### src/rtl/counter_74ls161_pkg.sv
// Shared definitions for the 74LS161 counter slice: width, terminal value,
// and the per-bit next-state decode used by every stage.
package counter_74ls161_pkg;

  localparam int unsigned CNT_WIDTH = 4;
  localparam logic [CNT_WIDTH-1:0] TERMINAL_COUNT = 4'b1111;

  // What a single bit stage does at the next rising clock edge.
  typedef enum logic [1:0] {
    ACT_HOLD   = 2'd0,
    ACT_TOGGLE = 2'd1,
    ACT_LOAD   = 2'd2
  } stage_action_e;

  // Load wins over counting; a bit toggles only when counting is enabled
  // and every lower bit is already 1.
  function automatic stage_action_e stage_action(
    input logic load_n,
    input logic count_en,
    input logic carry_in
  );
    if (!load_n) begin
      return ACT_LOAD;
    end else if (count_en && carry_in) begin
      return ACT_TOGGLE;
    end
    return ACT_HOLD;
  endfunction

endpackage

### src/rtl/counter_74ls161_if.sv
// Pin bundle of the 74LS161: control, preset data, count outputs and TC.
// Clock and clear stay as plain ports on the counter.
interface counter_74ls161_if;
  logic PEn;
  logic CEP;
  logic CET;
  logic P0;
  logic P1;
  logic P2;
  logic P3;
  logic Q0;
  logic Q1;
  logic Q2;
  logic Q3;
  logic TC;

  // Board side: drives control/preset, observes count and TC.
  modport master (
    output PEn, CEP, CET, P0, P1, P2, P3,
    input  Q0, Q1, Q2, Q3, TC
  );

  // Counter side.
  modport slave (
    input  PEn, CEP, CET, P0, P1, P2, P3,
    output Q0, Q1, Q2, Q3, TC
  );
endinterface

### src/rtl/ls161_bit_stage.sv
// One bit of the 74LS161: a D flip-flop with asynchronous active-low clear
// and a load / toggle / hold next-state mux. The carry chain tells the stage
// whether all lower bits are 1.
module ls161_bit_stage
  import counter_74ls161_pkg::*;
(
  input  logic clk,
  input  logic clr_n,
  input  logic load_n,
  input  logic count_en,
  input  logic p,
  input  logic carry_in,
  output logic q,
  output logic carry_out
);

  logic q_reg;
  logic q_next;
  stage_action_e action;

  // Next-state mux: load preset, toggle on carry while counting, else hold.
  always_comb begin
    q_next = q_reg;
    action = stage_action(load_n, count_en, carry_in);
    case (action)
      ACT_LOAD:   q_next = p;
      ACT_TOGGLE: q_next = ~q_reg;
      default:    q_next = q_reg;
    endcase
  end

  // State flop; clear acts immediately, independent of the clock.
  always_ff @(posedge clk or negedge clr_n) begin
    if (!clr_n) begin
      q_reg <= 1'b0;
    end else begin
      q_reg <= q_next;
    end
  end

  assign q         = q_reg;
  assign carry_out = carry_in & q_reg;

endmodule

### src/rtl/counter_74ls161.sv
// 74LS161 4-bit synchronous presettable binary counter. Four bit stages share
// the clock and clear; the ripple-free carry chain feeds both the toggle
// decisions and the terminal-count gate.
module counter_74ls161
  import counter_74ls161_pkg::*;
(
  input  logic              CLK,
  input  logic              CLRn,
  counter_74ls161_if.slave  bus
);

  logic [CNT_WIDTH-1:0] p;
  logic [CNT_WIDTH-1:0] q;
  logic [CNT_WIDTH:0]   carry;
  logic                 count_en;

  assign p        = {bus.P3, bus.P2, bus.P1, bus.P0};
  assign count_en = bus.CEP & bus.CET;
  assign carry[0] = 1'b1;

  generate
    for (genvar gi = 0; gi < CNT_WIDTH; gi++) begin : g_stage
      ls161_bit_stage u_stage (
        .clk       (CLK),
        .clr_n     (CLRn),
        .load_n    (bus.PEn),
        .count_en  (count_en),
        .p         (p[gi]),
        .carry_in  (carry[gi]),
        .q         (q[gi]),
        .carry_out (carry[gi+1])
      );
    end
  endgenerate

  assign bus.Q0 = q[0];
  assign bus.Q1 = q[1];
  assign bus.Q2 = q[2];
  assign bus.Q3 = q[3];

  // TC is purely combinational: CET gated with "all bits are 1".
  assign bus.TC = bus.CET & carry[CNT_WIDTH];

endmodule

### src/flat_wrapper.sv
// flat-port wrapper written by rule: the top's interface ports become plain ports
module counter_74ls161_flat import counter_74ls161_pkg::*;
  (CLK, CLRn, bus_PEn, bus_CEP, bus_CET, bus_P0, bus_P1, bus_P2, bus_P3, bus_Q0, bus_Q1, bus_Q2, bus_Q3, bus_TC);
  counter_74ls161_if bus_i ();
  input  logic CLK;
  input  logic CLRn;
  input wire logic [$bits(bus_i.PEn)-1:0] bus_PEn;
  input wire logic [$bits(bus_i.CEP)-1:0] bus_CEP;
  input wire logic [$bits(bus_i.CET)-1:0] bus_CET;
  input wire logic [$bits(bus_i.P0)-1:0] bus_P0;
  input wire logic [$bits(bus_i.P1)-1:0] bus_P1;
  input wire logic [$bits(bus_i.P2)-1:0] bus_P2;
  input wire logic [$bits(bus_i.P3)-1:0] bus_P3;
  output wire logic [$bits(bus_i.Q0)-1:0] bus_Q0;
  output wire logic [$bits(bus_i.Q1)-1:0] bus_Q1;
  output wire logic [$bits(bus_i.Q2)-1:0] bus_Q2;
  output wire logic [$bits(bus_i.Q3)-1:0] bus_Q3;
  output wire logic [$bits(bus_i.TC)-1:0] bus_TC;
  assign bus_i.PEn = bus_PEn;
  assign bus_i.CEP = bus_CEP;
  assign bus_i.CET = bus_CET;
  assign bus_i.P0 = bus_P0;
  assign bus_i.P1 = bus_P1;
  assign bus_i.P2 = bus_P2;
  assign bus_i.P3 = bus_P3;
  assign bus_Q0 = bus_i.Q0;
  assign bus_Q1 = bus_i.Q1;
  assign bus_Q2 = bus_i.Q2;
  assign bus_Q3 = bus_i.Q3;
  assign bus_TC = bus_i.TC;
  counter_74ls161 u_core (.CLK(CLK), .CLRn(CLRn), .bus(bus_i));
endmodule
### config.mk
export PLATFORM = sky130hd
export DESIGN_NAME = counter_74ls161_flat
export DESIGN_NICKNAME = d
export VERILOG_FILES = /design/src/rtl/counter_74ls161_pkg.sv /design/src/rtl/counter_74ls161_if.sv /design/src/rtl/ls161_bit_stage.sv /design/src/rtl/counter_74ls161.sv /design/src/flat_wrapper.sv
export SDC_FILE = /design/constraint.sdc
export NUM_CORES = 1
export LEC_CHECK = 0
export ABC_AREA = 1
export CORE_AREA = 2 2 39 41
export CTS_BUF_LIST = sky130_fd_sc_hd__clkbuf_4
export DETAILED_ROUTE_END_ITERATION = 12
export DIE_AREA = 0 0 41 43
export HOLD_SLACK_MARGIN = 0.05
export SYNTH_ARGS = -nofsm -noshare
export SYNTH_HDL_FRONTEND = slang
export SYNTH_SLANG_ARGS = --single-unit
### constraint.sdc
create_clock -name CLK -period 0.8 [get_ports CLK]
set_input_delay 0.12 -clock CLK [delete_from_list [all_inputs] [get_ports CLK]]
set_output_delay 0.12 -clock CLK [all_outputs]
set_load 0.02 [all_outputs]
==> impl_summary.log, run 1 <==
[metrics] last element of the critical path: bus_TC
[metrics] area taken by multi-input logic gates: about 150 sq um
[metrics] CP Class: register to output pin
[metrics] gp weighted congestion: 0.701
[metrics] sequential element share of the synthesized area: 0.423
[metrics] via count of the first global-routing pass: ~260
[metrics] time the final worst path needs with I/O delays and setup: between 1 and 1.5 ns
[metrics] relative max-transition margin: 0.882
[metrics] library cell used as clock root buffer: sky130_fd_sc_hd__clkbuf_4
[metrics] Synth Register Bits: 4
[metrics] area used by sequential logic in the layout: around 100 sq um
[metrics] number of slew-limit violations in the final report: 0
[metrics] CTS clock-pin slew for the worst setup and hold paths: 0.04 ns
[metrics] final hold vios: 0
[metrics] number of nets in the synthesized netlist: 43
[metrics] maximum number of buffers from clock root to sink: 2
[metrics] RR Startpoint: u_core.g_stage[0].u_stage.q
[metrics] min-delay worst type: input port to asynchronous set/reset pin
[metrics] maximum fanout encountered on the critical timing path: 2
[metrics] Pwr Density: 1610 nW/um^2
[metrics] clock tree from TritonCTS: yes
[metrics] antenna violations before repair: 0
[metrics] Reg2Reg Capture Point: u_core.g_stage[1].u_stage.q
[metrics] worst vdd rail ir drop: around 680 uV
[metrics] result of the run: complete, but fails checks
[metrics] worst reg-to-reg setup slack: -0.30 ns
[metrics] first element of the critical path: u_core.g_stage[1].u_stage.q
[metrics] achievable frequency: roughly 0.86 GHz
[metrics] CTS Hold Buffers Added: 0
[metrics] global router's overall resource usage: 0.0897
[metrics] number of clock sinks: 4
[metrics] Initial Utilization: 0.171
[metrics] grt ovf: 0
[metrics] Max-Cap Viols: 0
[metrics] count of different cell masters after synthesis: 12
[metrics] critical path launch point type: register
[metrics] # port buffers: 13
[metrics] main combinational cell family by area after synthesis: simple AND/OR/NAND/NOR gates
[metrics] Yosys warning count: 0
[metrics] sum of net half-perimeters after detailed placement: a little over 500 microns
[metrics] Residual DRC: 0
[metrics] share of post-route cells with drive strength above 1: 0.534
[metrics] global-route wire length before repair: between 900 and 1000 microns
[metrics] fraction of the mapped netlist area in adder cells: 0
[metrics] first-iteration detailed-routing DRC count: 0
[metrics] Filler cells: around 150
[metrics] setup violation total in the final timing report: 9
[metrics] worst reg2reg path depth: 7
[metrics] mux share of post-synthesis cell area: 0
[metrics] Layout area overhead: 123%
[metrics] die area: ~1800 sq um
[metrics] Site Rows: 14
[metrics] Num CTS Buffers: 3
[metrics] Die X-Extent: 41 microns
[metrics] Clock Skew: between 0.009 and 0.01 ns
[metrics] Hold Worst Slack: 0.0767 ns
[metrics] post-layout instance count excluding filler cells: between 70 and 80
[metrics] total via count in the routed design: approximately 300
[metrics] required time of the critical path: about 0.68 ns
[metrics] later-pin clock latency in the skew report: around 0.24 ns
[metrics] total number of nets in the final design: 68
[metrics] critical path data arrival time: ~1.1 ns
[metrics] number of levels in the clock H-tree: 1
[metrics] violations in the final reports: setup timing
[metrics] drt pass-1 iters: 1
[metrics] final clock period utilization by the worst path: 1.46
[metrics] Via density: about 4.0
[metrics] max FFs per register: 4
[metrics] Core ar.: 1380 sq um
[metrics] crit path setup slack, layout: -0.369 ns
[metrics] compound-gate portion of the synthesized area: 0.116
[metrics] antenna diode count: 0
[metrics] unrepaired setup endpoints after global routing: yes
[metrics] slew at the pin closest to its max-slew limit: ~0.18 ns
[metrics] die outline height: roughly 43 microns
[metrics] post-DR wirelength/cell: approximately 9 microns
[metrics] pin count of the biggest net entering global routing: 6
[metrics] Netlist Area Pre-Place: about 240 sq um
[metrics] average cell area after synthesis: 6.96 sq um
[metrics] Synth Area in Simple Gates: 0.381
[metrics] Static Leak: roughly 0.25 nW
[metrics] Total Routed Length: 661 microns
[metrics] synthesized instance count: 34
[metrics] total placed cells including tap cells: 68
[metrics] residual antenna-violating net count after detailed routing: 0
[metrics] kind of end point of the critical path: output pin
[metrics] count of boundary I/O pins: 14
[metrics] XOR/XNOR share of the synthesized area: 0
## cell families after synthesis
| logic type | count (synthesis) |
|---|---|
| and+or+nand+nor | 20 |
| AOI/OAI and AO/OA | 5 |
| buffers and inverters | 5 |
| DFF | 4 |
## layout make-up
class	instances	share of cell area
Timing Repair Buffer	20	0.380
Sequential cell	4	0.197
Tap cell	16	0.0380
Clock buffer	4	0.0570
Multi-Input combinational cell	25	0.292
Inverter	5	0.0356
## per-layer routing
metal	track usage	vias up	part of all wire
met5	0	-	0
met4	0.100	0	0.029
met3	0.0366	2	0.076
met2	0.122	11	0.50
met1	0.0912	130	0.40
li1	-	155	-
## stage by stage
stage | TNS, ns | total power (W) | cell area [sq um] | worst slack (ns) | util
floorplan | -0.357 | 0.000336 | 244 | -0.134 | -
global placement | -3.34 | 0.000474 | 432 | -0.693 | 0.312
detailed placement | -3.42 | 0.000477 | 432 | -0.703 | 0.312
CTS | -2.36 | 0.000860 | 519 | -0.376 | 0.375
global route | -2.52 | 0.000908 | 527 | -0.404 | 0.381
finish | -2.20 | 0.000847 | 527 | -0.369 | 0.381
## cell usage in the layout (no fill, tap or decap), drive strengths merged
master         Yosys  final
dfrtp              4      4
clkbuf             0      4
nor2               5      5
nand3              3      3
o21bai             1      1
clkdlybuf4s50      0      8
o21ai              4      4
nand2             11     11
and3               1      1
inv                5      5
buf                0     12
## timing repair
item | 4_1_cts | 5_1_grt
pin swaps | 3 | 1
setup endpoints to repair | 9 | 9
gates resized for setup | 39 | 5
setup buffers | 3 | 0
## cell usage after synthesis, drive strengths merged
cell / number / area (sq um)
and3: 1 / 7.51
dfrtp: 4 / 100
inv: 5 / 18.8
nand2: 11 / 46.3
nand3: 3 / 15.0
nor2: 5 / 21.3
o21ai: 4 / 20.0
o21bai: 1 / 7.51
## report_power, final
group | total, W | switching, W | leakage, nW | internal (W)
logic | 0.000296 | 0.000134 | 0.187 | 0.000163
registers | 0.000240 | 0.0000137 | 0.0449 | 0.000227
clock network | 0.000310 | 0.0000888 | 0.0184 | 0.000221
total | 0.000847 | 0.000236 | 0.251 | 0.000611
## worst min path at each step
stage,from,endpoint,slack (ns),cells after the start
2_1_floorplan,CLRn,u_core.g_stage[0].u_stage.q,-0.18,0
3_3_place_gp,CLRn,u_core.g_stage[3].u_stage.q,0.33,1
3_5_place_dp,CLRn,u_core.g_stage[3].u_stage.q,0.33,1
4_1_cts,CLRn,u_core.g_stage[0].u_stage.q,0.07,1
5_1_grt,CLRn,u_core.g_stage[1].u_stage.q,0.08,1
6_report,CLRn,u_core.g_stage[1].u_stage.q,0.08,1
## critical path, cell delays in order, from the launching register on
cell	delay, ns
sky130_fd_sc_hd__dfrtp_2	0.35
sky130_fd_sc_hd__nand2_2	0.06
sky130_fd_sc_hd__nor2_2	0.10
sky130_fd_sc_hd__and3_4	0.18
sky130_fd_sc_hd__buf_6	0.11
Note: power is estimated with default switching activity, not from simulation.
==> inputs of run 2 (changes only) <==
--- a/config.mk
+++ b/config.mk
@@ -10,6 +10,7 @@
 export CTS_BUF_LIST = sky130_fd_sc_hd__clkbuf_4
 export DETAILED_ROUTE_END_ITERATION = 12
 export DIE_AREA = 0 0 41 43
+export GPL_ROUTABILITY_DRIVEN = 1
 export HOLD_SLACK_MARGIN = 0.05
 export SYNTH_ARGS = -nofsm -noshare
 export SYNTH_HDL_FRONTEND = slang
==> results of run 2 <==
No change in the layout: final DEF, timing and power equal those of run 1.
